$ cat src/rtl/wb_csr_bank_if.sv
// rtl/wb_csr_bank_if.sv - Wishbone classic CSR bus bundle (7-bit address, 8-bit data)
interface wb_csr_bank_if;
  logic [6:0] wb_adr_i;
  logic [7:0] wb_dat_i;
  logic [7:0] wb_dat_o;
  logic       wb_we_i;
  logic       wb_stb_i;
  logic       wb_cyc_i;
  logic       wb_ack_o;

  modport master (
    output wb_adr_i, wb_dat_i, wb_we_i, wb_stb_i, wb_cyc_i,
    input  wb_dat_o, wb_ack_o
  );

  modport slave (
    input  wb_adr_i, wb_dat_i, wb_we_i, wb_stb_i, wb_cyc_i,
    output wb_dat_o, wb_ack_o
  );
endinterface

$ cat src/rtl/wb_csr_bank.sv
// rtl/wb_csr_bank.sv - Wishbone CSR slave: RW bank, ID, free-running counter, W1C event/IRQ block
module wb_csr_bank #(
  parameter int         NUM_RW      = 16,
  parameter logic [7:0] RW_RESET    = 8'h00,
  parameter logic [7:0] ID_VALUE    = 8'hA5,
  parameter int         WAIT_CYCLES = 0
) (
  input  logic                  clk,
  input  logic                  rst,
  wb_csr_bank_if.slave          wb,
  output logic [8*NUM_RW-1:0]   csr_q,
  output logic [NUM_RW-1:0]     csr_wr_o,
  input  logic [7:0]            evt_i,
  output logic                  irq_o
);

  localparam logic [6:0] ADR_ID     = 7'h70;
  localparam logic [6:0] ADR_CNT    = 7'h71;
  localparam logic [6:0] ADR_STATUS = 7'h72;
  localparam logic [6:0] ADR_MASK   = 7'h73;
  localparam logic [3:0] WAIT_LAST  = 4'((WAIT_CYCLES == 0) ? 0 : WAIT_CYCLES - 1);

  typedef enum logic [1:0] {IDLE, WAIT, ACK} state_t;

  state_t     state;
  logic [3:0] wait_cnt;
  logic [6:0] adr_q;
  logic       we_q;
  logic [7:0] dat_q;
  logic [7:0] snap_q;
  logic [7:0] cnt;
  logic [7:0] evt_status;
  logic [7:0] evt_mask;
  logic [7:0] evt_prev;
  logic [7:0] csr [NUM_RW];

  logic       req;
  logic       commit;
  logic       c_we;
  logic [6:0] c_adr;
  logic [7:0] c_dat;
  logic [7:0] c_cnt;
  logic [7:0] rd_data;
  logic [7:0] w1c;
  logic [7:0] evt_rise;

  assign req      = wb.wb_stb_i & wb.wb_cyc_i;
  assign evt_rise = evt_i & ~evt_prev;

  // Zero wait states commit straight off the bus in IDLE; otherwise from the E0 latches.
  always_comb begin
    c_adr  = (state == IDLE) ? wb.wb_adr_i : adr_q;
    c_we   = (state == IDLE) ? wb.wb_we_i  : we_q;
    c_dat  = (state == IDLE) ? wb.wb_dat_i : dat_q;
    c_cnt  = (state == IDLE) ? cnt         : snap_q;
    commit = ((state == IDLE) && req && (WAIT_CYCLES == 0)) ||
             ((state == WAIT) && wb.wb_cyc_i && (wait_cnt == WAIT_LAST));
  end

  always_comb begin
    rd_data = 8'h00;
    for (int n = 0; n < NUM_RW; n++) begin
      if (c_adr == 7'(n)) rd_data = csr[n];
    end
    case (c_adr)
      ADR_ID:     rd_data = ID_VALUE;
      ADR_CNT:    rd_data = c_cnt;
      ADR_STATUS: rd_data = evt_status;
      ADR_MASK:   rd_data = evt_mask;
      default:    ;
    endcase
  end

  always_comb begin
    w1c = 8'h00;
    if (commit && c_we && (c_adr == ADR_STATUS)) w1c = c_dat;
  end

  always_ff @(posedge clk) begin
    if (rst) begin
      state       <= IDLE;
      wait_cnt    <= 4'd0;
      adr_q       <= 7'd0;
      we_q        <= 1'b0;
      dat_q       <= 8'd0;
      snap_q      <= 8'd0;
      cnt         <= 8'd0;
      evt_status  <= 8'd0;
      evt_mask    <= 8'd0;
      evt_prev    <= 8'd0;
      irq_o       <= 1'b0;
      csr_wr_o    <= '0;
      wb.wb_ack_o <= 1'b0;
      wb.wb_dat_o <= 8'd0;
      for (int n = 0; n < NUM_RW; n++) csr[n] <= RW_RESET;
    end else begin
      cnt         <= cnt + 8'd1;
      evt_prev    <= evt_i;
      // A rising edge in the same cycle as a W1C clear keeps the bit set.
      evt_status  <= (evt_status & ~w1c) | evt_rise;
      irq_o       <= |(evt_status & evt_mask);
      csr_wr_o    <= '0;
      wb.wb_ack_o <= 1'b0;
      wb.wb_dat_o <= 8'd0;

      if (commit) begin
        state       <= ACK;
        wb.wb_ack_o <= 1'b1;
        wb.wb_dat_o <= rd_data;
        if (c_we) begin
          for (int n = 0; n < NUM_RW; n++) begin
            if (c_adr == 7'(n)) begin
              csr[n]      <= c_dat;
              csr_wr_o[n] <= 1'b1;
            end
          end
          if (c_adr == ADR_MASK) evt_mask <= c_dat;
        end
      end else begin
        case (state)
          IDLE: begin
            if (req) begin
              adr_q    <= wb.wb_adr_i;
              we_q     <= wb.wb_we_i;
              dat_q    <= wb.wb_dat_i;
              snap_q   <= cnt;
              wait_cnt <= 4'd0;
              state    <= WAIT;
            end
          end
          WAIT: begin
            if (!wb.wb_cyc_i) state <= IDLE;
            else              wait_cnt <= wait_cnt + 4'd1;
          end
          default: state <= IDLE;
        endcase
      end
    end
  end

  for (genvar n = 0; n < NUM_RW; n++) begin : g_csr_q
    assign csr_q[8*n +: 8] = csr[n];
  end

endmodule

$ cat src/flat_wrapper.sv
// flat-port wrapper written by rule: the top's interface ports become plain ports
module wb_csr_bank_flat 
#(
  parameter int         NUM_RW      = 16,
  parameter logic [7:0] RW_RESET    = 8'h00,
  parameter logic [7:0] ID_VALUE    = 8'hA5,
  parameter int         WAIT_CYCLES = 0
)
  (clk, rst, csr_q, csr_wr_o, evt_i, irq_o, wb_wb_adr_i, wb_wb_dat_i, wb_wb_we_i, wb_wb_stb_i, wb_wb_cyc_i, wb_wb_dat_o, wb_wb_ack_o);
  wb_csr_bank_if wb_i ();
  input  logic clk;
  input  logic rst;
  output logic [8*NUM_RW-1:0] csr_q;
  output logic [NUM_RW-1:0] csr_wr_o;
  input  logic [7:0] evt_i;
  output logic irq_o;
  input wire logic [$bits(wb_i.wb_adr_i)-1:0] wb_wb_adr_i;
  input wire logic [$bits(wb_i.wb_dat_i)-1:0] wb_wb_dat_i;
  input wire logic [$bits(wb_i.wb_we_i)-1:0] wb_wb_we_i;
  input wire logic [$bits(wb_i.wb_stb_i)-1:0] wb_wb_stb_i;
  input wire logic [$bits(wb_i.wb_cyc_i)-1:0] wb_wb_cyc_i;
  output wire logic [$bits(wb_i.wb_dat_o)-1:0] wb_wb_dat_o;
  output wire logic [$bits(wb_i.wb_ack_o)-1:0] wb_wb_ack_o;
  assign wb_i.wb_adr_i = wb_wb_adr_i;
  assign wb_i.wb_dat_i = wb_wb_dat_i;
  assign wb_i.wb_we_i = wb_wb_we_i;
  assign wb_i.wb_stb_i = wb_wb_stb_i;
  assign wb_i.wb_cyc_i = wb_wb_cyc_i;
  assign wb_wb_dat_o = wb_i.wb_dat_o;
  assign wb_wb_ack_o = wb_i.wb_ack_o;
  wb_csr_bank #(.NUM_RW(NUM_RW), .RW_RESET(RW_RESET), .ID_VALUE(ID_VALUE), .WAIT_CYCLES(WAIT_CYCLES)) u_core (.clk(clk), .rst(rst), .wb(wb_i), .csr_q(csr_q), .csr_wr_o(csr_wr_o), .evt_i(evt_i), .irq_o(irq_o));
endmodule
$ cat config.mk
export PLATFORM = sky130hd
export DESIGN_NAME = wb_csr_bank_flat
export DESIGN_NICKNAME = d
export VERILOG_FILES = /design/src/rtl/wb_csr_bank_if.sv /design/src/rtl/wb_csr_bank.sv /design/src/flat_wrapper.sv
export SDC_FILE = /design/constraint.sdc
export NUM_CORES = 1
export LEC_CHECK = 0
export ABC_CLOCK_PERIOD_IN_PS = 3300
export CORE_MARGIN = 4
export CORE_UTILIZATION = 35
export CTS_CLUSTER_SIZE = 28
export DETAILED_ROUTE_END_ITERATION = 8
export DONT_BUFFER_PORTS = 1
export GPL_TIMING_DRIVEN = 0
export PLACE_DENSITY = 0.54
export REMOVE_ABC_BUFFERS = 1
export SLEW_MARGIN = 30
export SYNTH_ARGS = -nofsm -noshare
export SYNTH_HDL_FRONTEND = slang
export SYNTH_SLANG_ARGS = --single-unit
$ cat constraint.sdc
create_clock -name clk -period 3.3 [get_ports clk]
set_input_delay 0 -clock clk [delete_from_list [all_inputs] [get_ports clk]]
set_output_delay 0 -clock clk [all_outputs]
set_load 0.05 [all_outputs]
# Word level (Yosys, flattened, before mapping)
# Memories as Yosys holds them, arrays and structs flattened.
# Cells that the tools add are included.
# word_totals
ff_bits	88
in_bits	28
out_inout_bits	154
mem_bits_rw	128
n_memories	1
word_cells	215
# classes
eq_ne	25
n_mux	128
reduce_logical	19
add_sub_neg	2
n_bitwise	25
# memory_table
name	depth	word_bits	read_ports	rd_clocked_by_memory_dff	write_ports	line	rtl
u_core.csr	16	8	16	0	16	wb_csr_bank.sv:35	logic [7:0] csr [NUM_RW];
# ops
op	n
$mux W8	35
$mux W1	84
$eq A7 B4 Y1 const B	8
$pmux W8 S4	1
$eq A7 B3 Y1 const B	4
$eq A7 B7 Y1 const B	4
$and A8 B8 Y8	3
$not A8 Y8	2
$or A1 B1 Y1	16
$eq A7 B2 Y1 const B	2
$add A8 B1 Y8 const B	1
$mux W4	2
$or A8 B8 Y8	1
$pmux W4 S2	1
$reduce_or A8 Y1	1
$eq A7 B1 Y1 const B	1
$logic_not A7 Y1	1
$mux W7	1
$mux W2	3
$reduce_and A3 Y1	2
$logic_and A1 B1 Y1	5
$add A4 B1 Y4 const B	1
$logic_not A4 Y1	1
$ne A2 B2 Y1 const B	2
other kinds (14)	17

# Longest topological paths before layout
# Gate-level depths: netlist (run 1).
# depth
depth_word	20
mapped_depth	11
ltp_nobuf	10

# Least setup slack after synthesis (run 1)
# No wires, ideal clock.
# synth_path
path_type	reg-to-reg
from	reg u_core.state[0]
to	mem u_core.csr[9][2] (netlist: u_core.csr[1][10]), enable pin
stages_incl_launch_ff	8
synth_period_minus_slack_ns	2.472
required_ns	2.966
arrival_time_ns	2.138
setup_slack_ns	0.828
cell_sequence	dfxtp_1 > buf_2 > or4b_1 > o21a_1 > buf_4 > nor4_4 > nand2_1 > nand2b_1
# synth_rtl
element	line	rtl
start, declared	wb_csr_bank.sv:25	state_t state;
start signal, assigned	wb_csr_bank.sv:81	state <= IDLE;
start signal, assigned	wb_csr_bank.sv:107	state <= ACK;
start signal, assigned	wb_csr_bank.sv:128	state <= WAIT;
end, declared	wb_csr_bank.sv:35	

# Worst setup path in the final report (run 1)
# layout_path
from	reg u_core.state[1]
to	reg u_core.wb.wb_dat_o[6]
# layout_between
elab_chain_len	20
# layout_lines
element	line	rtl
$logic_not A2 Y1	wb_csr_bank.sv:52, wb_csr_bank.sv:55, wb_csr_bank.sv:56	
$mux W7	wb_csr_bank.sv:52	c_adr = (state == IDLE) ? wb.wb_adr_i : adr_q;
$logic_not A7 Y1	wb_csr_bank.sv:63	if (c_adr == 7'(n)) rd_data = csr[n];
$mux W8 (16 in a row)	wb_csr_bank.sv:63	
$pmux W8 S4	wb_csr_bank.sv:65	case (c_adr)
end signal, assigned	wb_csr_bank.sv:109	wb.wb_dat_o <= rd_data;
end, declared	wb_csr_bank_if.sv:18	output wb_dat_o, wb_ack_o
# Parallel ways exist; a longest one is shown, timed or not.
# A chain may end at the register's enable or synchronous reset.

==> results.json, run 1 <==
{
  "worstSkewPairLatency_ns": 0.53,
  "post-route-cell-area_um2": 10400,
  "r2r-end": "u_core.wb.wb_dat_o[6]",
  "p_int_mw": 4.870,
  "status": "finished, final reports clean",
  "synth_cell_type_count": 65,
  "critPathLaunch": "u_core.state[1]",
  "power_switching_mw": 1.662,
  "async_reset_ff_share_pct": 0,
  "antenna_found_initial": 2,
  "io_pins": 182,
  "coreArea_um2": 25110,
  "start_kind": "register",
  "required_ns": 3.73,
  "syn_to_final_growth_pct": 16.93,
  "p_leak_nw": 3.657,
  "via_count": 6401,
  "port_buffers": 0,
  "vdd_drop_max_uv": 413.0,
  "crit_fanout": 17,
  "max_clock_freq_mhz": 321.8,
  "cts_buffers": 24,
  "synth_top_area_share_pct": 43.22,
  "fp-row-count": 58,
  "pwr-share-comb_pct": 5.2,
  "synth_common_cells": "nor2_1, edfxtp_1, dfxtp_1",
  "synth_most_common_cell": "nor2_1",
  "diodes": 0,
  "drtPass1Iterations": 5,
  "yosysTopAreaCell": "edfxtp_1",
  "drt-wirelength-per-cell_um": 26.49,
  "tightest_slew_ns": 0.9313,
  "die_h_um": 167.4,
  "grt_max_degree": 75,
  "period_minus_slack_ns": 3.108,
  "syn_area_um2": 8892,
  "final_nets": 811,
  "p_sw_share_pct": 25.44,
  "finalNonFillerCells": 1127,
  "synthCells": 768,
  "p_per_area_nw_per_um2": 628.2,
  "hp-class": "input port to register",
  "die_area_um2": 28020,
  "grtUsageTotal_pct": 20.48,
  "yosysSeqAreaShare_pct": 63.04,
  "sequentialPowerShare_pct": 50.7,
  "reg2reg_slack_ns": 0.19,
  "cts.sinks": 216,
  "dp_hpwl_um": 20960,
  "drc": 0,
  "drt-initial-drc-count": 682,
  "detail-route-antenna-nets": 0,
  "slew_violations": 0,
  "ys_top_cells_by_area": "edfxtp_1, dfxtp_1, nor2_1",
  "min_period_over_period_pct": 94.18,
  "skew_ns": 0.02509,
  "grt_pass1_wl_um": 43530,
  "wl_um": 29850,
  "synth_seq_cells": 216,
  "power_mw": 6.532,
  "cts_tree": "built",
  "path_clk_slew_ns": 0.07,
  "place_area_um2": 9239,
  "rsz0062_at_grt": "no",
  "clock_path_buffers": 3,
  "die_w_um": 167.4,
  "htree_levels": 1,
  "worstSetupPathType": "register to register",
  "maxCapViolations": 0,
  "place_ws_ns": -0.7676,
  "synth.avg_cell_area_um2": 11.58,
  "worstSetupEndpointType": "register",
  "ys.warnings.count": 0,
  "grt_overflow": 0,
  "root_buffer": "clkbuf_16",
  "holdWs_ns": 0.006812,
  "hold_viol_final": 0,
  "setup_viol": 0,
  "clockPowerShare_pct": 44.1,
  "max_slew_margin_pct": 37.07,
  "synth_edf_count": 128,
  "synthFlopType": "edfxtp_1",
  "via_per_inst": 5.680,
  "gp_congestion": 0.8355,
  "drive_gt1_share_pct": 10.54,
  "r2r_cells": 8,
  "initial_utilization_pct": 35.41,
  "critPathArrivalTime_ns": 3.54,
  "grt_pass1_vias": 6361,
  "setup_slack_ns": 0.1921,
  "critPathCapture": "u_core.wb.wb_dat_o[6]",
  "placed_cells": 1061,
  "crit-reg2reg-launch": "u_core.state[1]"
}
layer usage:
metal | share of wire [%] | global-route usage, % | vias to the layer above
met5 | 0.064 | 0 | -
met4 | 2.8 | 6.104 | 4
met3 | 11 | 7.838 | 54
met2 | 45 | 31.98 | 295
met1 | 41 | 26.63 | 3177
li1 | - | - | 2871
through the flow:
| stage | TNS [ns] | utilization (%) |
|---|---|---|
| after detailed placement | -46.00 | 36.79 |
| after global routing | 0 | 41.41 |
| final | 0 | 41.41 |
| after CTS | 0 | 41.31 |
| after global placement | -338.96 | 36.31 |
| after floorplan | -7.429 | - |
what timing repair did:
| action | in CTS | in global routing |
|---|---|---|
| pin swaps | 1 | 0 |
| setup endpoints to repair | 143 | 75 |
| setup buffers | 1 | 0 |
| hold endpoints to repair | 101 | 8 |
| resized for setup | 8 | 6 |
| hold buffers | 21 | 1 |
logic make-up after synthesis:
group,count (synthesis),share of synthesized area (%)
compound gates,165,13.49
xor+xnor,9,0.8864
fa+ha+maj,3,0.4222
buf+inv,60,2.828
flops,216,63.04
mux,19,2.181
simple gates,296,17.15
worst max-delay path, cell delays in order, from the launching register on:
cell and delay (ns):
dfxtp_2 0.48, nor2_4 0.10, buf_4 0.24, o31ai_4 0.51, buf_6 0.26, nand4_1 0.46
a311o_1 0.53, a31o_1 0.26, a21oi_2 0.17
cell usage in the layout, fill, tap and decap left out, drive strengths merged, types with 9 or more instances in the layout:
master / instances
dfxtp: 88
a221oi: 9
a22oi: 27
dlygate4sd3: 21
nor2b: 33
nor2: 131
nand2: 36
o21ai: 23
a21oi: 24
or2: 10
edfxtp: 128
clkbuf: 31
inv: 17
nor3: 10
nand2b: 23
mux2i: 16
nand3: 11
nand4: 9
a211oi: 11
how the worst min path moves through the flow:
stage | end | slack (ns) | cells after the start | from
2_1_floorplan | u_core.adr_q[1] | 0.07 | 1 | rst
3_5_place_dp | u_core.csr_wr_o[8] | 0.09 | 1 | rst
3_3_place_gp | u_core.csr_wr_o[8] | 0.09 | 1 | rst
4_1_cts | u_core.csr[0][32] | 0.0005 | 1 | rst
5_1_grt | u_core.csr[1][34] | 0.01 | 1 | rst
6_report | u_core.csr[0][32] | 0.007 | 1 | rst
flip-flops by register name, summed over array words and instances (netlist names):
name	flops
u_core.csr	128
u_core.csr_wr_o	16
u_core.cnt	8
u_core.dat_q	8
u_core.evt_mask	8
u_core.evt_prev	8
u_core.evt_status	8
u_core.snap_q	8
u_core.wb.wb_dat_o	8
u_core.adr_q	7
u_core.wait_cnt	4
u_core.state	2
u_core.irq_o	1
u_core.wb.wb_ack_o	1
u_core.we_q	1
power groups by stage:
| stage | sequential [mW] | clock [mW] | combinational [mW] |
|---|---|---|---|
| 2_1_floorplan | 3.32 | 0 | 0.181 |
| 3_3_place_gp | 3.37 | 0 | 0.272 |
| 3_5_place_dp | 3.37 | 0 | 0.287 |
| 4_1_cts | 3.31 | 2.92 | 0.337 |
| 5_1_grt | 3.32 | 3.04 | 0.365 |
| 6_report | 3.31 | 2.88 | 0.339 |
area by class of cell:
cell class / count / area (um2)
tap: 330 / 412.9
timing repair buffer: 29 / 316.6
inverter: 17 / 63.81
fill: 2440 / 14710
sequential: 216 / 5608
clock buffer: 31 / 668.1
clock inverter: 12 / 182.7
multi-input combinational: 492 / 3146
Power figures use the tool's default switching activity.
==> run 2, diff against run 1 <==
Settings changed: ABC_CLOCK_PERIOD_IN_PS 3300 to 3700, CTS_BUF_LIST set to sky130_fd_sc_hd__clkbuf_4, SKIP_CTS_REPAIR_TIMING set to 1.
Clock period 3.3 ns to 3.7 ns, I/O delays scaled along.
==> run 2 against run 1 <==
Effect of this change: first-iteration DRC count decreased by 27%; sequential power decreased by 11%; non-clock buffer count increased by 5; register-to-register slack about the same; clock power decreased by 30%; sequential share of layout area increased by 0.65 points; via count increased by 3.2%; largest cell class unchanged; routed wire length decreased by 0.70%; clock skew increased by 0.013 ns; core utilization decreased by 0.51 points.
==> results.json, run 2 (synthesis gave the netlist of run 1 again) <==
{
  "power_switching_mw": 1.502,
  "final_util_pct": 40.90,
  "final_cell_mix": "nor2_1, edfxtp_1, dfxtp_1",
  "cts_tree": "built",
  "largest_reg_flops": 128,
  "coreArea_um2": 25110,
  "gp_congestion": 0.8355,
  "die_area_um2": 28020,
  "status": "finished, final reports clean",
  "crit_fanout": 17,
  "start_kind": "register",
  "hold_viol_final": 0,
  "min_period_over_period_pct": 94.67,
  "antenna_found_initial": 3,
  "top_register": "u_core.csr",
  "pwr-share-comb_pct": 5.7,
  "max_clock_freq_mhz": 285.5,
  "critPathArrivalTime_ns": 4.08,
  "vdd_drop_max_uv": 244.6,
  "placed_cells": 1061,
  "finalNonFillerCells": 1196,
  "io_pins": 182,
  "p_leak_nw": 3.683,
  "place_ws_ns": -0.3676,
  "syn_to_final_growth_pct": 15.49,
  "grt_pass1_wl_um": 43020,
  "hp-class": "input port to register",
  "max_slew_margin_pct": 31.70,
  "reg.largest.list": "u_core.csr x128, u_core.csr_wr_o x16",
  "period_minus_slack_ns": 3.503,
  "clockPowerShare_pct": 38.4,
  "drt-wirelength-per-cell_um": 24.78,
  "detail-route-antenna-nets": 0,
  "cts_buffers": 57,
  "wl_um": 29640,
  "via_per_inst": 5.522,
  "die_h_um": 167.4,
  "cts.sinks": 216,
  "maxCapViolations": 0,
  "setup_slack_ns": 0.1974,
  "drt-initial-drc-count": 500,
  "grt_overflow": 0,
  "path_clk_slew_ns": 0.06,
  "setup_viol": 0,
  "worstSetupPathType": "register to register",
  "power_mw": 5.286,
  "root_buffer": "clkbuf_4",
  "grt_max_degree": 97,
  "p_sw_share_pct": 28.42,
  "grt_pass1_vias": 6445,
  "tightest_slew_ns": 1.024,
  "place_area_um2": 9239,
  "drtPass1Iterations": 5,
  "drive_gt1_share_pct": 15.72,
  "dp_hpwl_um": 20960,
  "final_nets": 849,
  "worstSetupEndpointType": "register",
  "port_buffers": 0,
  "drc": 0,
  "die_w_um": 167.4,
  "skew_ns": 0.03803,
  "grtUsageTotal_pct": 20.30,
  "via_count": 6604,
  "post-route-cell-area_um2": 10270,
  "slew_violations": 0,
  "sequentialPowerShare_pct": 55.8,
  "clock_path_buffers": 3,
  "htree_levels": 2,
  "fp-row-count": 58,
  "p_per_area_nw_per_um2": 514.7,
  "p_int_mw": 3.783,
  "required_ns": 4.28,
  "initial_utilization_pct": 35.41,
  "worstSkewPairLatency_ns": 0.67
}
[run 2: path summary, 6_finish.rpt]
check	start	endpoint	slack, ns	cells past startpoint
setup / recovery	u_core.state[0]	u_core.wb.wb_dat_o[6]	0.20	6
hold / removal	wb_wb_adr_i[4]	u_core.csr_wr_o[2]	0.02	4
setup reg to reg	u_core.state[0]	u_core.wb.wb_dat_o[6]	0.20	6
hold reg to reg	u_core.dat_q[4]	u_core.dat_q[4]	0.47	1
[run 2: metal layers]
layer / GRT usage, % / share of wire, %
met5: 0 / 0.088
met4: 6.634 / 2.3
met3: 9.561 / 12
met2: 31.19 / 46
met1: 25.42 / 40
[run 2: metrics by stage]
step / hold WS [ns] / setup TNS, ns
final: 0.01902 / 0
after global routing: -0.002635 / -0.02190
after CTS: -0.6502 / -8.875
after detailed placement: 0.08775 / -7.721
after global placement: 0.08683 / -240.97
after floorplan: 0.06669 / -1.334
[run 2: critical path, stage by stage (launching register included)]
cell and delay (ns):
dfxtp_1 0.45, or2_2 0.49, o21ai_2 0.85, nand4_1 0.69, a311o_1 0.52, a31o_1 0.26, a21oi_2 0.17
[run 2: area by class of cell]
class	count	area, um2
diodes	1	2.502
clock buffers	85	638.1
clock inverters	21	85.08
fillers	2510	14840
inverters	17	63.81
multi-input cells	492	3100
flip-flops and latches	216	5605
well taps	330	412.9
repair buffers	34	361.6
[run 2: power groups by stage]
stage	sequential (mW)	combinational, mW	clock (mW)
3_5_place_dp	3.00	0.256	0
6_report	2.95	0.303	2.03
4_1_cts	2.95	0.257	2.08
2_1_floorplan	2.96	0.161	0
3_3_place_gp	3.00	0.243	0
5_1_grt	2.96	0.326	2.23
==> run 3, diff against run 2 <==
--- a/config.mk
+++ b/config.mk
@@ -21,2 +21,3 @@
 export SYNTH_HDL_FRONTEND = slang
 export SYNTH_SLANG_ARGS = --single-unit
+export TNS_END_PERCENT = 100
==> constraint.sdc (replaced) <==
create_clock -name clk -period 3.7 [get_ports clk]
set_input_delay 0.185 -clock clk [delete_from_list [all_inputs] [get_ports clk]]
set_output_delay 0.185 -clock clk [all_outputs]
set_load 0.05 [all_outputs]
==> run 3 against run 2 <==
Effect of this change: sequential cell count unchanged; via count decreased by 0.53%; power about the same; count of clock-buffer cells in the layout unchanged; highest routed layer unchanged; worst hold slack got worse by 0.0049 ns; core utilization decreased by 0.080 points; global-route usage unchanged.
==> results.json, run 3 (synthesis gave the netlist of run 1 again) <==
{
  "status": "finished, final reports clean",
  "p_leak_nw": 3.675,
  "whs_path_depth": 1,
  "htree_levels": 2,
  "period_minus_slack_ns": 3.501,
  "hp-class": "input port to register",
  "cp_slowest_cell": "o31ai_2",
  "worstSkewPairLatency_ns": 0.68,
  "met1_usage_pct": 25.42,
  "grtUsageTotal_pct": 20.30,
  "placed_cells": 1061,
  "drt-initial-drc-count": 522,
  "dp_hpwl_um": 20960,
  "largest_reg_flops": 128,
  "io_pins": 182,
  "required_ns": 4.01,
  "initial_utilization_pct": 35.41,
  "grt_overflow": 0,
  "r2r-end": "u_core.csr[1][30]",
  "via_per_inst": 5.502,
  "p_per_area_nw_per_um2": 515.3,
  "cts.sinks": 216,
  "via_count": 6569,
  "start_kind": "register",
  "critPathMaxStageDelay_ns": 0.66,
  "critPathArrivalTime_ns": 3.81,
  "r2r_cells": 6,
  "port_buffers": 0,
  "min_period_over_period_pct": 94.63,
  "use_met2_pct": 31.19,
  "hold_viol_final": 0,
  "syn_to_final_growth_pct": 15.27,
  "drtPass1Iterations": 7,
  "crit_fanout": 14,
  "cts_buffers": 57,
  "grt_pass1_vias": 6445,
  "coreArea_um2": 25110,
  "die_h_um": 167.4,
  "busiest_layer": "met2",
  "vdd_drop_max_uv": 244.2,
  "top_register": "u_core.csr",
  "grt_pass1_wl_um": 43020,
  "finalNonFillerCells": 1194,
  "cts_tree": "built",
  "gp_congestion": 0.8355,
  "holdWs_ns": 0.01411,
  "die_w_um": 167.4,
  "min_from": "rst",
  "drc": 0,
  "fp-row-count": 58,
  "final_cell_mix": "nor2_1, edfxtp_1, dfxtp_1",
  "drive_gt1_share_pct": 15.76,
  "wl_um": 29930,
  "tightest_slew_ns": 1.022,
  "crit_path_cell_trace": "nor2_4, buf_4, o31ai_2, nand2_1, nor3_2, a21o_1",
  "worstSetupPathType": "register to register",
  "met3_usage_pct": 9.561,
  "clock_path_buffers": 3,
  "grt_max_degree": 97,
  "setup_viol": 0,
  "max_slew_margin_pct": 31.86,
  "root_buffer": "clkbuf_4",
  "path_clk_slew_ns": 0.07,
  "max_clock_freq_mhz": 285.6,
  "slew_violations": 0,
  "die_area_um2": 28020,
  "reg2reg_slack_ns": 0.20,
  "whs_endpoint": "u_core.csr[1][13]",
  "crit-reg2reg-launch": "u_core.state[1]",
  "skew_ns": 0.04448,
  "detail-route-antenna-nets": 0,
  "drt-wirelength-per-cell_um": 25.07,
  "worstSetupEndpointType": "register",
  "reg.largest.list": "u_core.csr x128, u_core.csr_wr_o x16",
  "final_nets": 847,
  "antenna_found_initial": 3,
  "maxCapViolations": 0
}
run 3: final cells by class:
type	instances	area, um2
Antenna cell	1	2.502
Clock buffer	85	638.1
Clock inverter	21	85.08
Fill cell	2514	14860
Inverter	17	63.81
Multi-Input combinational cell	492	3100
Sequential cell	216	5605
Tap cell	330	412.9
Timing Repair Buffer	32	341.6
run 3: critical path: cells and delay by family, from the launching register on:
kind | cells | cell delay, ns
buf+inv | 1 | 0.20
flops | 1 | 0.62
simple gates | 3 | 1.19
compound gates | 2 | 1.14
run 3: how the worst max path moves through the flow:
stage                          startpoint               endpoint  slack, ns  cells past startpoint
after floorplan           u_core.state[0]       u_core.csr[1][0]      -0.17                      5
after global placement    u_core.state[1]  u_core.wb.wb_dat_o[6]      -2.25                      6
after detailed placement  u_core.state[0]      u_core.csr[1][36]      -0.37                      6
after CTS                 u_core.state[0]      u_core.csr[1][38]      -0.39                      6
after global routing      u_core.state[1]   u_core.evt_status[5]      -0.02                      8
final                     u_core.state[1]      u_core.csr[1][30]       0.20                      6
run 3: metrics by stage:
stage	util (%)	worst slack (ns)	power (mW)	cell area [um2]	TNS, ns
after floorplan	-	-0.1667	3.123	8705	-1.334
after global placement	36.31	-2.246	3.245	9117	-240.97
after detailed placement	36.79	-0.3676	3.259	9239	-7.721
after CTS	39.68	-0.3943	5.292	9962	-8.875
after global routing	40.82	-0.01644	5.511	10250	-0.01644
final	40.82	0.1988	5.281	10250	0
run 3: layer usage:
layer	wire [um]	part of all wire, %
met1	12030	40
met4	682	2.3
met3	3554	12
met5	26	0.087
met2	13640	46
run 3: where the power goes:
group          total, mW  switching (mW)  internal, mW
registers           2.95           0.315          2.64
logic              0.299           0.206        0.0933
clock network       2.03           0.978          1.05
total               5.28            1.50          3.78
